<file path="src/rtl/uart_tx_mmio.sv">
// uart_tx_mmio: memory-mapped 8N1 UART transmitter with a byte-wide TX FIFO.
// Define UART_TX_IRQ_EN to add the o_irq port and the STATUS[8] interrupt enable.
module uart_tx_mmio #(
  parameter int unsigned FIFO_DEPTH  = 16,
  parameter int unsigned DEFAULT_DIV = 867
) (
  input  logic        i_clk,
  input  logic        rst,
  input  logic        i_cs,
  input  logic        i_wr_en,
  input  logic [3:0]  i_b_en,
  input  logic [31:0] i_wr_data,
  input  logic [31:0] i_addr,
  output logic        o_ack,
  output logic [31:0] o_rd_data,
`ifdef UART_TX_IRQ_EN
  output logic        o_irq,
`endif
  output logic        o_tx
);

  localparam int AW = $clog2(FIFO_DEPTH);
  localparam int CW = AW + 1;

  localparam logic [1:0] S_IDLE  = 2'd0;
  localparam logic [1:0] S_START = 2'd1;
  localparam logic [1:0] S_DATA  = 2'd2;
  localparam logic [1:0] S_STOP  = 2'd3;

  logic [1:0]    state_q, state_d;
  logic [15:0]   baud_cnt_q, baud_cnt_d;
  logic [2:0]    bit_cnt_q, bit_cnt_d;
  logic [7:0]    shift_q, shift_d;
  logic [15:0]   div_lat_q, div_lat_d;
  logic          tx_q, tx_d;
  logic [15:0]   bauddiv_q, bauddiv_d;
  logic          ovf_q, ovf_d;
  logic [AW-1:0] wr_ptr_q, wr_ptr_d, rd_ptr_q, rd_ptr_d;
  logic [CW-1:0] count_q, count_d;
  logic          ack_q, ack_d;
  logic [31:0]   rd_data_q, rd_data_d;
  logic [7:0]    mem_q [FIFO_DEPTH];

  logic          access, fifo_empty, fifo_full, bit_end, pop, push_req, push;
  logic          irq_en_bit;
  logic [31:0]   status;
  logic          unused_bits;

  assign unused_bits = ^{i_addr[31:4], i_addr[1:0], i_b_en[3:2], i_wr_data[31:16]};

  // The ack cycle blocks a second access, so a held i_cs costs two cycles per push.
  assign access     = i_cs && !ack_q;
  assign fifo_empty = (count_q == '0);
  assign fifo_full  = (count_q == CW'(FIFO_DEPTH));
  assign bit_end    = (baud_cnt_q == div_lat_q);
  assign pop        = !fifo_empty && ((state_q == S_IDLE) || (state_q == S_STOP && bit_end));
  assign push_req   = access && i_wr_en && (i_addr[3:2] == 2'd0) && i_b_en[0];
  assign push       = push_req && (!fifo_full || pop);

`ifdef UART_TX_IRQ_EN
  logic irq_en_q, irq_en_d, irq_q, irq_d;
  assign irq_en_bit = irq_en_q;
  assign irq_d      = irq_en_q && fifo_empty && (state_q == S_IDLE);
  assign o_irq      = irq_q;
`else
  assign irq_en_bit = 1'b0;
`endif

  assign status = {16'h0, 6'(count_q), 1'b0, irq_en_bit, 4'h0,
                   ovf_q, fifo_empty, fifo_full, (state_q != S_IDLE)};

  always_comb begin
    // NOTE: every always_comb output gets a default first so no path can infer a latch.
    state_d    = state_q;
    baud_cnt_d = baud_cnt_q;
    bit_cnt_d  = bit_cnt_q;
    shift_d    = shift_q;
    div_lat_d  = div_lat_q;
    tx_d       = tx_q;
    unique case (state_q)
      S_IDLE: tx_d = 1'b1;
      S_START: begin
        baud_cnt_d = baud_cnt_q + 16'd1;
        if (bit_end) begin
          state_d    = S_DATA;
          baud_cnt_d = '0;
          bit_cnt_d  = '0;
          tx_d       = shift_q[0];
        end
      end
      S_DATA: begin
        baud_cnt_d = baud_cnt_q + 16'd1;
        if (bit_end) begin
          baud_cnt_d = '0;
          if (bit_cnt_q == 3'd7) begin
            state_d = S_STOP;
            tx_d    = 1'b1;
          end else begin
            bit_cnt_d = bit_cnt_q + 3'd1;
            shift_d   = {1'b0, shift_q[7:1]};
            tx_d      = shift_q[1];
          end
        end
      end
      default: begin
        baud_cnt_d = baud_cnt_q + 16'd1;
        if (bit_end) begin
          state_d = S_IDLE;
          tx_d    = 1'b1;
        end
      end
    endcase
    // A pop (from IDLE or at the end of STOP) always starts a fresh frame with the current divisor.
    if (pop) begin
      state_d    = S_START;
      shift_d    = mem_q[rd_ptr_q];
      div_lat_d  = bauddiv_q;
      baud_cnt_d = '0;
      tx_d       = 1'b0;
    end
  end

  always_comb begin
    wr_ptr_d = push ? wr_ptr_q + AW'(1) : wr_ptr_q;
    rd_ptr_d = pop  ? rd_ptr_q + AW'(1) : rd_ptr_q;
    case ({push, pop})
      2'b10:   count_d = count_q + CW'(1);
      2'b01:   count_d = count_q - CW'(1);
      default: count_d = count_q;
    endcase
  end

  always_comb begin
    ack_d     = access;
    rd_data_d = '0;
    bauddiv_d = bauddiv_q;
    ovf_d     = ovf_q;
`ifdef UART_TX_IRQ_EN
    irq_en_d  = irq_en_q;
`endif
    if (push_req && fifo_full && !pop) ovf_d = 1'b1;
    if (access && i_wr_en) begin
      case (i_addr[3:2])
        2'd1: begin
          if (i_b_en[0] && i_wr_data[3]) ovf_d = 1'b0;
`ifdef UART_TX_IRQ_EN
          if (i_b_en[1]) irq_en_d = i_wr_data[8];
`endif
        end
        2'd2: begin
          if (i_b_en[0]) bauddiv_d[7:0]  = i_wr_data[7:0];
          if (i_b_en[1]) bauddiv_d[15:8] = i_wr_data[15:8];
        end
        default: ;
      endcase
    end else if (access) begin
      case (i_addr[3:2])
        2'd1:    rd_data_d = status;
        2'd2:    rd_data_d = {16'h0, bauddiv_q};
        default: rd_data_d = '0;
      endcase
    end
  end

  // NOTE: FIFO storage has no reset; the pointers and count alone define which entries are valid.
  always_ff @(posedge i_clk) begin
    if (push) mem_q[wr_ptr_q] <= i_wr_data[7:0];
  end

  // NOTE: sequential state is assigned with <= so every register samples pre-edge values.
  always_ff @(posedge i_clk) begin
    if (!rst) begin
      state_q    <= S_IDLE;
      baud_cnt_q <= '0;
      bit_cnt_q  <= '0;
      shift_q    <= '0;
      div_lat_q  <= 16'(DEFAULT_DIV);
      tx_q       <= 1'b1;
      bauddiv_q  <= 16'(DEFAULT_DIV);
      ovf_q      <= 1'b0;
      wr_ptr_q   <= '0;
      rd_ptr_q   <= '0;
      count_q    <= '0;
      ack_q      <= 1'b0;
      rd_data_q  <= '0;
`ifdef UART_TX_IRQ_EN
      irq_en_q   <= 1'b0;
      irq_q      <= 1'b0;
`endif
    end else begin
      state_q    <= state_d;
      baud_cnt_q <= baud_cnt_d;
      bit_cnt_q  <= bit_cnt_d;
      shift_q    <= shift_d;
      div_lat_q  <= div_lat_d;
      tx_q       <= tx_d;
      bauddiv_q  <= bauddiv_d;
      ovf_q      <= ovf_d;
      wr_ptr_q   <= wr_ptr_d;
      rd_ptr_q   <= rd_ptr_d;
      count_q    <= count_d;
      ack_q      <= ack_d;
      rd_data_q  <= rd_data_d;
`ifdef UART_TX_IRQ_EN
      irq_en_q   <= irq_en_d;
      irq_q      <= irq_d;
`endif
    end
  end

  assign o_ack     = ack_q;
  assign o_rd_data = rd_data_q;
  assign o_tx      = tx_q;

endmodule

</file>
<file path="config.mk">
export PLATFORM = sky130hd
export DESIGN_NAME = uart_tx_mmio
export DESIGN_NICKNAME = d
export VERILOG_FILES = /design/src/rtl/uart_tx_mmio.sv
export SDC_FILE = /design/constraint.sdc
export NUM_CORES = 1
export LEC_CHECK = 0
export BUFFER_PORTS_ARGS = -buffer_cell sky130_fd_sc_hd__buf_2
export CAP_MARGIN = 15
export CORE_ASPECT_RATIO = 1.75
export CORE_MARGIN = 5
export CORE_UTILIZATION = 63
export CTS_CLUSTER_DIAMETER = 200
export DETAILED_ROUTE_END_ITERATION = 8
export PLACE_DENSITY = 0.93
export SYNTH_ARGS = -nofsm -noshare
export SYNTH_HDL_FRONTEND = slang
export SYNTH_SLANG_ARGS = --single-unit
</file>
<file path="constraint.sdc">
create_clock -name i_clk -period 6.9 [get_ports i_clk]
set_input_delay 0.69 -clock i_clk [delete_from_list [all_inputs] [get_ports i_clk]]
set_output_delay 0.69 -clock i_clk [all_outputs]
set_load 0.03 [all_outputs]
</file>
Yosys cells after proc, flatten, opt, wreduce, memory -nomap -nowiden
Memories as Yosys holds them, arrays and structs flattened. A register that Yosys moved wholly into a read port is not among the register bits.
Index checks and enable logic that the tools add are counted.
{"block": "totals", "regBits": 109, "ramBits": 128, "output_inout_bits": 34, "memories": 1}
{"memory": "mem_q", "words": 16, "width": 8, "read_ports": 1, "rd_clocked_by_memory_dff": 1, "write_ports": 1, "line_no": "42", "source": "logic [7:0] mem_q [FIFO_DEPTH];"}
{"block": "op_classes", "addsub": 6, "n_eq_ne": 19, "muxes": 32, "bitwise": 3, "n_reduce_logical": 35}
{"cell": "16-bit case mux with 2 select lines", "count": 2}
{"cell": "8-bit two-way mux", "count": 4}
{"cell": "3-bit AND reduction", "count": 6}
{"cell": "16-bit by 1-bit adder with 16-bit output (second input constant)", "count": 1}
{"cell": "16-bit == test", "count": 1}
{"cell": "16-bit two-way mux", "count": 1}
{"cell": "1-bit two-way mux", "count": 12}
{"cell": "2-bit != test (second input constant)", "count": 6}
{"cell": "1-bit logical AND", "count": 10}
{"cell": "5-bit case mux with 2 select lines", "count": 1}
{"cell": "2-bit nonzero test", "count": 5}
{"cell": "3-bit two-way mux", "count": 3}
{"cell": "3-bit != test (second input constant)", "count": 3}
{"cell": "4-bit by 1-bit adder with 4-bit output (second input constant)", "count": 2}
{"cell": "2-bit == test (second input constant)", "count": 4}
{"cell": "2-bit two-way mux", "count": 4}
{"cell": "4-bit two-way mux", "count": 2}
{"cell": "2-bit by 1-bit == test with 1-bit output (second input constant)", "count": 3}
{"cell": "2-bit case mux with 3 select lines", "count": 1}
{"cell": "3-bit case mux with 2 select lines", "count": 1}
{"cell": "5-bit by 1-bit adder with 5-bit output (second input constant)", "count": 1}
{"cell": "5-bit == test (second input constant)", "count": 1}
{"cell": "5-bit logical NOT", "count": 1}
{"cell": "5-bit by 1-bit subtractor with 5-bit output (second input constant)", "count": 1}
{"cell": "11 further kinds", "count": 19}

Longest topological paths before layout
Gate-level depths: netlist of run 1.
{"block": "depth", "word_depth": 11, "ltp_mapped": 11}

Least setup slack after synthesis of run 1
No wires, ideal clock.
{"block": "synth_path", "path_kind": "input to register", "start": "input i_b_en[0]", "end": "memory mem_q[3][0] (enable)", "arrival_ns": 2.117, "setup_slack_ns": 4.400, "path_stages": 5, "n_path_buf": 0, "cell_sequence": "and4b_1 -> nand2_1 -> o22ai_4 -> nand2_1 -> nor3_1"}
{"block": "synth_between", "elab_chain_cells": 4}
{"item": "start, declared", "line_no": "11", "source": "input logic [3:0] i_b_en,"}
{"item": "1-bit logical AND", "line_no": "57", "source": "assign push_req = access && i_wr_en && (i_addr[3:2] == 2'd0) && i_b_en[0];"}
{"item": "1-bit logical AND", "line_no": "58", "source": "assign push = push_req && (!fifo_full || pop);"}
{"item": "1-bit two-way mux", "line_no": "167", "source": "if (push) mem_q[wr_ptr_q] <= i_wr_data[7:0];"}
{"item": "1-bit two-way mux (not written as such)", "line_no": "167"}
{"item": "end, declared", "line_no": "42"}
No other way between the ends.

Worst setup path after layout of run 1
{"block": "layout_path", "start": "register div_lat_q[8]", "end": "memory mem_q[4][3] (enable)"}
{"block": "layout_between", "elab_chain_cells": 8}
{"item": "start, declared", "line_no": "34", "source": "logic [15:0] div_lat_q, div_lat_d;"}
{"item": "start signal, assigned", "line_no": "177", "source": "div_lat_q <= 16'(DEFAULT_DIV);"}
{"item": "start signal, assigned", "line_no": "195", "source": "div_lat_q <= div_lat_d;"}
{"item": "16-bit == test", "line_no": "55", "source": "assign bit_end = (baud_cnt_q == div_lat_q);"}
{"item": "1-bit logical AND", "line_no": "56", "source": "assign pop = !fifo_empty && ((state_q == S_IDLE) || (state_q == S_STOP && bit_end));"}
{"item": "1-bit logical OR", "line_no": "56"}
{"item": "1-bit logical AND", "line_no": "56"}
{"item": "1-bit logical OR", "line_no": "58"}
{"item": "1-bit logical AND", "line_no": "58"}
{"item": "1-bit two-way mux", "line_no": "167"}
{"item": "1-bit two-way mux (not written as such)", "line_no": "167"}
No other way between the ends.

==> key figures, run 1 <==
Outcome
  • Run status: complete, no violations

Yosys
  • Synth area leaders: edfxtp_1 (42%), dfxtp_1 (21%), mux4_2 (9.8%)
  • Post-synth top area share: 41.6%
  • Share of flip-flops with an asynchronous set or reset: 0%
  • Synth warnings: 0
  • Flops & latches, synth: 225
  • Area leader, netlist: edfxtp_1
  • Proportion of synthesized chip area in sequential cells: 62.7%
  • Post-synth top flop: edfxtp_1
  • Synth cell types: 44
  • Post-synth top cells: edfxtp_1 (128), dfxtp_1 (97), nand2_1 (74)
  • Count leader, synth: edfxtp_1
  • Mapped Area: 9230 um2
  • EDFF count, synth: 128
  • Post-synthesis instance total: 675
  • Avg Synthesized Cell Area: 13.7 um2

Clock tree
  • TritonCTS sink count: 225
  • Worst-Skew Late Latency: 0.49 ns
  • Hold buffer count at cts: 0
  • Root Driver: clkbuf_16
  • H-tree Lvls: 1
  • CTS tree: built
  • Clk slew on worst S/H paths: 0.06 ns
  • Post-CTS Setup Inserts: 0
  • CTS Buffer Depth: 3
  • Resized Gates After CTS: 0
  • CTS buffer count: 20

Timing
  • Final Hold Fails: 0
  • RSZ-0062 raised after global routing: no
  • Worst Max-Slew Pin Slew: 1.07 ns
  • Relative slew slack: 28.1%
  • Final min period: 3.39 ns
  • Setup_tns: 0 ns
  • Final setup fails: 0
  • Fin crit share: 49.1%
  • Clock skew: 0.0114 ns
  • Max Slew Vio Count: 0
  • Fmax: 0.295 GHz

Route
  • Routed len/inst: 21.5 um
  • 1st-iter DRT viols: 363
  • Vias: 5544
  • DRT Pass-1 Iters: 5
  • Via-per-instance ratio: 6.11
  • DRC viols: 0
  • Antenna-violating nets left: 0
  • Final WL: 19.5 mm

Global route
  • Vias in the first global route: 5777
  • First-pass GRT wire length: 30.4 mm
  • GRT overflow: 0
  • Total Routing Usage GR: 22.9%
  • Initial antenna violation count: 0
  • Largest net degree at the start of global routing: 64

Floorplan
  • Die Width: 102 um
  • Die area: 17300 um2
  • CORE AREA: 14400 um2
  • Initial Utilization: 64.2%
  • Die H: 170 um
  • I/O pins: 106
  • FP Rows: 58

Placed design
  • Hpwl dp: 13.1 mm
  • DP Area: 9520 um2
  • PortBufs: 41
  • RePlAce Congestion: 0.835

Setup path
  • Worst Setup SP: div_lat_q[8]$_SDFFE_PN1N_
  • CP startpoint kind: flip-flop
  • Worst setup EP type: flip-flop
  • Worst reg2reg path depth: 6
  • Req. time, crit path: 7.00 ns
  • Reg2reg start: div_lat_q[8]$_SDFFE_PN1N_
  • Worst reg2reg path endpoint: mem_q[4][3]$_DFFE_PP_
  • R2R Setup Slk: 3.51 ns
  • Worst setup path class: reg2reg
  • CP arrival: 3.49 ns
  • Critical Path Fanout Max: 11

Power
  • Leak pwr: 3.70 nW
  • Worst vdd ir: 0.339 mV
  • PwrDens: 329 nW/um2

Worst hold path
  • Hold Path Sink: bauddiv_q[8]$_SDFFE_PN1P_
  • Hold path depth: 3
  • Hold WC Path Type: in2reg
  • Hold_sp: i_wr_data[8]

Final layout
  • Antenna fix cells: 0
  • Net total in the final layout: 802
  • Area added between synthesis and finish: 10.3%
  • Layout cells sized above 1: 18.0%
  • Final std cell area, no fill: 10200 um2

Run
  • Max-cap violations: 0
==> through the flow <==
step                utilization (%)  worst slack, ns  power (mW)  hold slack [ns]  cells
floorplan                         -             4.40        2.12            0.449    690
global placement               66.1             3.39        2.23            0.462    868
detailed placement             66.3             3.55        2.27            0.473    872
CTS                            70.8             3.51        3.36            0.426    908
global route                   70.8             3.35        3.49            0.432    908
finish                         70.8             3.51        3.35            0.431    908
==> cells by family after synthesis <==
logic type,share of synthesized area (%)
mux,11.9
compound gates,5.35
buf+inv,3.31
flops,62.7
simple gates,11.0
fa+ha+maj,2.17
other cells,0.0406
xor+xnor,3.51
==> state kept, by name, indices dropped and copies added, names as in the netlist, 2 cells and up, named ones only <==
register    flops
wr_ptr_q        4
bit_cnt_q       3
state_q         2
o_rd_data      16
baud_cnt_q     16
mem_q         128
shift_q         8
div_lat_q      16
bauddiv_q      16
rd_ptr_q        4
count_q         5
==> power breakdown <==
part	switching [mW]	total (mW)	internal [mW]
sequential	0.0518	1.52	1.47
clock	0.461	1.09	0.632
combinational	0.432	0.732	0.300
total	0.944	3.35	2.41
==> how the worst max path moves through the flow <==
stage                                 end  cells past startpoint
detailed placement  mem_q[7][4]$_DFFE_PP_                      6
global route        mem_q[4][0]$_DFFE_PP_                      6
global placement    mem_q[3][4]$_DFFE_PP_                      6
floorplan           mem_q[3][0]$_DFFE_PP_                      5
finish              mem_q[4][3]$_DFFE_PP_                      6
CTS                 mem_q[4][3]$_DFFE_PP_                      6
==> layout by cell type (no fill, tap or decap), types with 2 or more instances in the layout <==
cell type and instances:
a21boi_0 20, a21boi_1 3, a21oi_1 3, a22oi_1 8, and2_1 7, and3_1 15, buf_2 45, buf_4 6
clkbuf_1 3, clkbuf_16 21, clkbuf_8 7, clkinv_2 2, conb_1 16, dfxtp_1 96, edfxtp_1 128, ha_1 16
inv_1 13, mux2i_1 20, mux4_2 40, nand2_1 74, nand2b_1 7, nand3_1 28, nand3b_1 2, nand4_1 7
nor2_1 44, nor2b_1 10, nor3_1 5, nor4_1 4, nor4_2 2, o211a_1 9, o21ai_0 11, o22ai_1 2
or3_1 5, xnor2_1 11, xor2_1 26
==> metal layers <==
metal | global-route usage [%] | wire [um] | vias up
li1 | - | - | 2501
met2 | 44.4 | 11200 | 236
met4 | 6.83 | 557 | 0
met3 | 2.63 | 1030 | 47
met1 | 25.6 | 6720 | 2760
met5 | 0 | 0 | -
==> worst max-delay path: stages, from the launching register on <==
cell	delay, ns
dfxtp_1	0.35
xor2_1	0.18
nor4_2	0.30
nand4_1	0.60
o22ai_4	0.49
nand2_1	0.21
nor2_1	0.86
==> layout make-up <==
cell class / count / area, um2
Inverter: 11 / 41.3
Tap cell: 180 / 225
Timing Repair Buffer: 51 / 270
Sequential cell: 225 / 5790
Clock inverter: 5 / 26.3
Clock buffer: 31 / 633
Fill cell: 905 / 4190
Multi-Input combinational cell: 405 / 3200
Power figures use the tool's default switching activity.
==> run 2: changes to the inputs <==
--- a/config.mk
+++ b/config.mk
@@ -9,10 +9,10 @@
 export CAP_MARGIN = 15
 export CORE_ASPECT_RATIO = 1.75
 export CORE_MARGIN = 5
-export CORE_UTILIZATION = 63
+export CORE_UTILIZATION = 58
 export CTS_CLUSTER_DIAMETER = 200
 export DETAILED_ROUTE_END_ITERATION = 8
-export PLACE_DENSITY = 0.93
+export PLACE_DENSITY = 0.87
 export SYNTH_ARGS = -nofsm -noshare
 export SYNTH_HDL_FRONTEND = slang
 export SYNTH_SLANG_ARGS = --single-unit
==> constraint.sdc (replaced) <==
create_clock -name i_clk -period 3.33 [get_ports i_clk]
set_input_delay 0.333 -clock i_clk [delete_from_list [all_inputs] [get_ports i_clk]]
set_output_delay 0.333 -clock i_clk [all_outputs]
set_load 0.03 [all_outputs]
==> run 2 against run 1 <==
  * Via count is essentially flat
  * Combinational power grew 110%
  * Count of clock-buffer cells in the layout shrank 8
  * Non-clock buffer count grew 17
  * Critical endpoint is now count_q[4]$_SDFFE_PN0P_
==> key figures, run 2 (synthesis results as in run 1) <==
Outcome
  • Run status: complete, no violations

Final layout
  • Commonest non-fill, non-tap cell in the layout: edfxtp_1
  • Layout cells sized above 1: 20.1%
  • Max reg flops: 128
  • Area added between synthesis and finish: 12.4%
  • Post-layout util: 65.7%
  • Biggest register: mem_q
  • Net total in the final layout: 820
  • Most frequent cells in the layout: edfxtp_1 (128), dfxtp_1 (96), nand2_1 (74), nor2_1 (44), buf_2 (41)
  • Antenna fix cells: 0

Floorplan
  • Die area: 18600 um2
  • I/O pins: 106
  • FP Rows: 61
  • CORE AREA: 15800 um2
  • Initial Utilization: 58.4%
  • Die Width: 105 um
  • Die H: 177 um

Route
  • DRT Pass-1 Iters: 5
  • Routed len/inst: 20.9 um
  • Antenna-violating nets left: 0
  • Via-per-instance ratio: 5.93
  • DRC viols: 0
  • Final WL: 19.6 mm
  • 1st-iter DRT viols: 361
  • Vias: 5549

Setup path
  • Setup crit end: count_q[4]$_SDFFE_PN0P_
  • Buf/Inv on CP: 0
  • CP arrival: 3.09 ns
  • Worst setup path class: reg2reg
  • WP depth: 10
  • Reg2reg start: baud_cnt_q[5]$_SDFFE_PP0N_
  • Critical Path Fanout Max: 5
  • Worst reg2reg path endpoint: count_q[4]$_SDFFE_PN0P_
  • CP startpoint kind: flip-flop
  • Worst setup EP type: flip-flop
  • Worst Setup SP: baud_cnt_q[5]$_SDFFE_PP0N_
  • R2R Setup Slk: 0.67 ns
  • CP top delay family: simple AND/OR/NAND/NOR gates
  • Worst reg2reg path depth: 10
  • CP max stage delay: 0.44 ns
  • CP cell instances: xor2_1, nor4_1, nand4_1, o21ai_4, xor2_1, ha_1, nor4_1, mux2i_1, or3_1, a21boi_1
  • Req. time, crit path: 3.75 ns
  • Crit-path slowest cell: dfxtp_1

Timing
  • Fin crit share: 80.0%
  • Clock skew: 0.00794 ns
  • Final min period: 2.66 ns
  • RSZ-0062 raised after global routing: no
  • Final Hold Fails: 0
  • Setup_tns: 0 ns
  • Fmax: 0.375 GHz
  • Max Slew Vio Count: 0
  • Final setup fails: 0
  • Relative slew slack: 52.9%
  • Worst Max-Slew Pin Slew: 0.704 ns

Clock tree
  • Worst-Skew Late Latency: 0.49 ns
  • CTS buffer count: 21
  • Resized Gates After CTS: 0
  • Post-CTS Setup Inserts: 0
  • Root Driver: clkbuf_16
  • Clk slew on worst S/H paths: 0.06 ns
  • Hold buffer count at cts: 0
  • TritonCTS sink count: 225
  • H-tree Lvls: 1
  • CTS Buffer Depth: 3
  • CTS tree: built

Placed design
  • PortBufs: 41
  • Hpwl dp: 13.4 mm
  • RePlAce Congestion: 0.881

Global route
  • Total Routing Usage GR: 21.6%
  • Initial antenna violation count: 0
  • First-pass GRT wire length: 31.3 mm
  • GRT overflow: 0
  • Vias in the first global route: 5870
  • Largest net degree at the start of global routing: 63

Run
  • Max-cap violations: 0

Worst hold path
  • Hold_sp: i_wr_data[9]
  • Hold WC Path Type: in2reg

Power
  • PwrDens: 686 nW/um2
  • Worst vdd ir: 0.663 mV
  • Leak pwr: 3.80 nW
run 2: cell count changes in the layout (fill, tap and decap cells not counted), sizes merged:
| cell | change |
|---|---|
| buf | +17 |
| inv | -3 |
| clkinv | +7 |
| clkinvlp | +2 |
| clkbuf | -8 |
| bufinv | +3 |
run 2: metrics by stage:
step | total power [mW] | instance area [um2] | instances | worst slack (ns) | hold WS (ns)
after floorplan | 4.39 | 9290 | 690 | 0.879 | 0.432
after global placement | 4.67 | 9680 | 898 | 0.814 | 0.466
after detailed placement | 4.76 | 9680 | 898 | 0.757 | 0.471
after CTS | 7.16 | 10400 | 935 | 0.679 | 0.0678
after global routing | 7.45 | 10400 | 935 | 0.459 | 0.0717
final | 7.12 | 10400 | 935 | 0.666 | 0.0754
run 2: worst min-delay path by stage:
stage / endpoint / slack, ns / cells after the start
after floorplan: mem_q[0][0]$_DFFE_PP_ / 0.43 / 0
final: bauddiv_q[9]$_SDFFE_PN1P_ / 0.08 / 3
after global routing: bauddiv_q[9]$_SDFFE_PN1P_ / 0.07 / 3
after CTS: bauddiv_q[8]$_SDFFE_PN1P_ / 0.07 / 3
after detailed placement: div_lat_q[2]$_SDFFE_PN0N_ / 0.47 / 2
after global placement: div_lat_q[2]$_SDFFE_PN0N_ / 0.47 / 2
run 2: layout make-up:
class / instances / area, um2
Sequential cell: 225 / 5790
Fill cell: 1069 / 5420
Multi-Input combinational cell: 405 / 3200
Clock buffer: 23 / 543
Timing Repair Buffer: 68 / 420
Tap cell: 189 / 236
Clock inverter: 14 / 155
Inverter: 11 / 41.3
run 2: tightest hold or removal path, delay by kind of cell:
family        cells  cell delay, ns
buf+inv           1            0.08
mux               1            0.06
simple gates      1            0.06
run 2: where the power goes:
group | internal, mW | switching, mW
clock | 1.41 | 0.980
combinational | 0.652 | 0.907
sequential | 3.05 | 0.113
run 2: metal layers:
layer	track usage, %	wire (um)	vias up
met2	42.7	11300	197
li1	-	-	2543
met3	2.67	910	67
met1	22.1	6490	2742
met5	0	0	-
met4	9.91	873	0
==> run 3: changes to the inputs <==
--- a/config.mk
+++ b/config.mk
@@ -9,10 +9,10 @@
 export CAP_MARGIN = 15
 export CORE_ASPECT_RATIO = 1.75
 export CORE_MARGIN = 5
-export CORE_UTILIZATION = 58
+export CORE_UTILIZATION = 52
 export CTS_CLUSTER_DIAMETER = 200
 export DETAILED_ROUTE_END_ITERATION = 8
-export PLACE_DENSITY = 0.87
+export PLACE_DENSITY = 0.83
 export SYNTH_ARGS = -nofsm -noshare
 export SYNTH_HDL_FRONTEND = slang
 export SYNTH_SLANG_ARGS = --single-unit
==> constraint.sdc (replaced) <==
create_clock -name i_clk -period 2.3 [get_ports i_clk]
set_input_delay 0.23 -clock i_clk [delete_from_list [all_inputs] [get_ports i_clk]]
set_output_delay 0.23 -clock i_clk [all_outputs]
set_load 0.03 [all_outputs]
==> run 3 against run 2 <==
  * The flow now finishes with violations (negative setup slack)
  * Cell count rose by 9.9%
  * Via count rose by 6.5%
  * Power rose by 64%
  * Global-route usage fell by 1.7 points
  * Sequential share of layout area fell by 5.1 points
  * Count of clock-buffer cells in the layout rose by 3
  * Utilization fell by 0.15 points
  * Combinational power rose by 130%
  * Sequential power rose by 44%
  * Die area rose by 11%
  * Critical path type unchanged
  * Critical endpoint is now mem_q[2][7]$_DFFE_PP_
  * Largest cell class unchanged
  * Highest routed layer unchanged
==> key figures, run 3 (synthesis results as in run 1) <==
Placed design
  • DP Area: 10000 um2
  • RePlAce Congestion: 0.858
  • Hpwl dp: 14.3 mm
  • PortBufs: 41

Setup path
  • Worst setup EP type: flip-flop
  • Worst setup path class: reg2reg
  • CP max stage delay: 0.33 ns
  • R2R Setup Slk: -0.23 ns
  • Buf/Inv on CP: 4
  • Reg2reg start: baud_cnt_q[2]$_SDFFE_PP0N_
  • CP top delay family: simple AND/OR/NAND/NOR gates
  • Critical Path Fanout Max: 8
  • CP cell instances: xor2_1, nor4_2, nand4_1, buf_4, buf_8, o22ai_4, buf_12, nand2_8, nor3_2, buf_6
  • CP startpoint kind: flip-flop
  • Worst Setup SP: baud_cnt_q[2]$_SDFFE_PP0N_
  • Crit-path slowest cell: dfxtp_2
  • Worst reg2reg path endpoint: mem_q[2][7]$_DFFE_PP_
  • CP arrival: 2.72 ns
  • Worst reg2reg path depth: 10
  • Req. time, crit path: 2.49 ns

Final layout
  • Final std cell area, no fill: 11400 um2
  • Commonest non-fill, non-tap cell in the layout: edfxtp_1
  • Area added between synthesis and finish: 24.0%
  • Antenna fix cells: 0
  • Layout cells sized above 1: 30.6%
  • Fillers: 1154
  • Most frequent cells in the layout: edfxtp_1 (128), dfxtp_1 (92), nand2_1 (61), buf_2 (41), mux4_2 (40)
  • Max reg flops: 128
  • Net total in the final layout: 872
  • Biggest register: mem_q

Global route
  • GRT overflow: 0
  • First-pass GRT wire length: 32.5 mm
  • Total Routing Usage GR: 19.9%
  • Largest net degree at the start of global routing: 63
  • Vias in the first global route: 6129
  • Top Usage Layer GRT: met2
  • Initial antenna violation count: 0
  • GRT met1 Usage: 19.7%
  • Met3 layer usage reported by global route: 2.36%
  • Met2 GRT Util: 40.7%

Power
  • Psw: 3.33 mW
  • PwrDens: 1020 nW/um2
  • Sw Share: 28.6%
  • Clk pwr share: 30.6%
  • Combinational share of power: 30.3%
  • Flop pwr share: 39.1%
  • Worst vdd ir: 0.638 mV
  • Cell internal pwr: 8.33 mW
  • Leak pwr: 4.20 nW

Clock tree
  • CTS Buffer Depth: 3
  • H-tree Lvls: 1
  • Worst-Skew Late Latency: 0.49 ns
  • TritonCTS sink count: 225
  • Clk slew on worst S/H paths: 0.07 ns
  • Root Driver: clkbuf_16
  • CTS tree: built
  • CTS buffer count: 20

Floorplan
  • CORE AREA: 17500 um2
  • FP Rows: 64
  • Die Width: 111 um
  • Die area: 20600 um2
  • Die H: 186 um
  • Initial Utilization: 52.9%
  • I/O pins: 106

Worst hold path
  • Hold path depth: 3
  • Hold Path Sink: bauddiv_q[14]$_SDFFE_PN0P_
  • Hold WC Path Type: in2reg
  • Hold_sp: i_wr_data[14]

Route
  • Final WL: 22.3 mm
  • DRT Pass-1 Iters: 5
  • Antenna-violating nets left: 0
  • DRC viols: 0
  • Vias: 5910
  • Routed len/inst: 21.7 um
  • 1st-iter DRT viols: 430
  • Via-per-instance ratio: 5.75

Timing
  • Clock skew: 0.0133 ns
  • Final setup fails: 146
  • Worst Max-Slew Pin Slew: 0.651 ns
  • Fmax: 0.396 GHz
  • Final min period: 2.53 ns
  • Setup_tns: -17.93 ns
  • Relative slew slack: 56.6%
  • Fin crit share: 110%
  • Max Slew Vio Count: 0
  • Final Hold Fails: 0
  • RSZ-0062 raised after global routing: yes
  • Final WS setup: -0.227 ns

Outcome
  • Failing checks: negative setup slack
  • Run status: finished with violations

Run
  • Max-cap violations: 0
==> run 3: cell count changes in the layout (fill, tap and decap cells not counted), sizes merged <==
cell / before / now
dlygate4sd3: 0 / 4
bufinv: 3 / 4
clkinv: 9 / 2
inv: 11 / 12
clkbuf: 23 / 29
buf: 68 / 114
==> run 3: repair_timing <==
action                     CTS  global route
hold buffers                 4             0
gates cloned                 0             3
hold endpoints to repair     4             0
gates resized for setup      8           114
buffers inserted             1            13
pin swaps                   10            28
setup endpoints to repair  142           182
==> run 3: power groups by stage <==
stage	logic, mW	registers (mW)	clock network, mW
2_1_floorplan	1.73	4.63	0
3_3_place_gp	2.50	4.62	0
3_5_place_dp	2.60	4.63	0
4_1_cts	2.66	4.54	3.60
5_1_grt	3.73	4.57	3.78
6_report	3.53	4.56	3.56
==> run 3: cell type report <==
type / instances / area [um2] / area share, %
inverter: 11 / 41.3 / 0.361
clock buffer: 26 / 554 / 4.84
clock inverter: 9 / 146 / 1.28
tap: 231 / 289 / 2.53
timing repair buffer: 121 / 1080 / 9.46
multi-input combinational: 405 / 3540 / 30.9
sequential: 225 / 5790 / 50.6
==> run 3: stage by stage <==
step	instances	total power [mW]	hold slack (ns)	worst slack, ns	util [%]
5_1_grt	1028	12.1	0.0368	-0.322	65.6
4_1_cts	1013	10.8	0.0139	-0.135	61.9
6_report	1028	11.7	0.0198	-0.227	65.6
2_1_floorplan	690	6.35	0.329	-0.104	-
3_5_place_dp	973	7.23	0.474	-0.162	57.5
3_3_place_gp	973	7.11	0.463	-0.124	57.5
==> run 3: worst min-delay path, delay by kind of cell <==
| family | cells | cell delay (ns) |
|---|---|---|
| muxes | 1 | 0.06 |
| buffers and inverters | 1 | 0.08 |
| and+or+nand+nor | 1 | 0.10 |
==> run 3: per-layer routing <==
metal | vias up | share of wire, %
met4 | 0 | 5.5
met1 | 2940 | 32
met2 | 231 | 58
li1 | 2652 | -
met5 | - | 0
met3 | 87 | 3.9
==> run 3: worst max path at each step <==
| stage | endpoint | slack, ns | depth (start not counted) |
|---|---|---|---|
| detailed placement | count_q[4]$_SDFFE_PN0P_ | -0.16 | 10 |
| global route | count_q[4]$_SDFFE_PN0P_ | -0.32 | 10 |
| finish | mem_q[2][7]$_DFFE_PP_ | -0.23 | 10 |
| floorplan | mem_q[1][0]$_DFFE_PP_ | -0.10 | 7 |
| global placement | count_q[4]$_SDFFE_PN0P_ | -0.12 | 10 |
| CTS | count_q[4]$_SDFFE_PN0P_ | -0.14 | 10 |
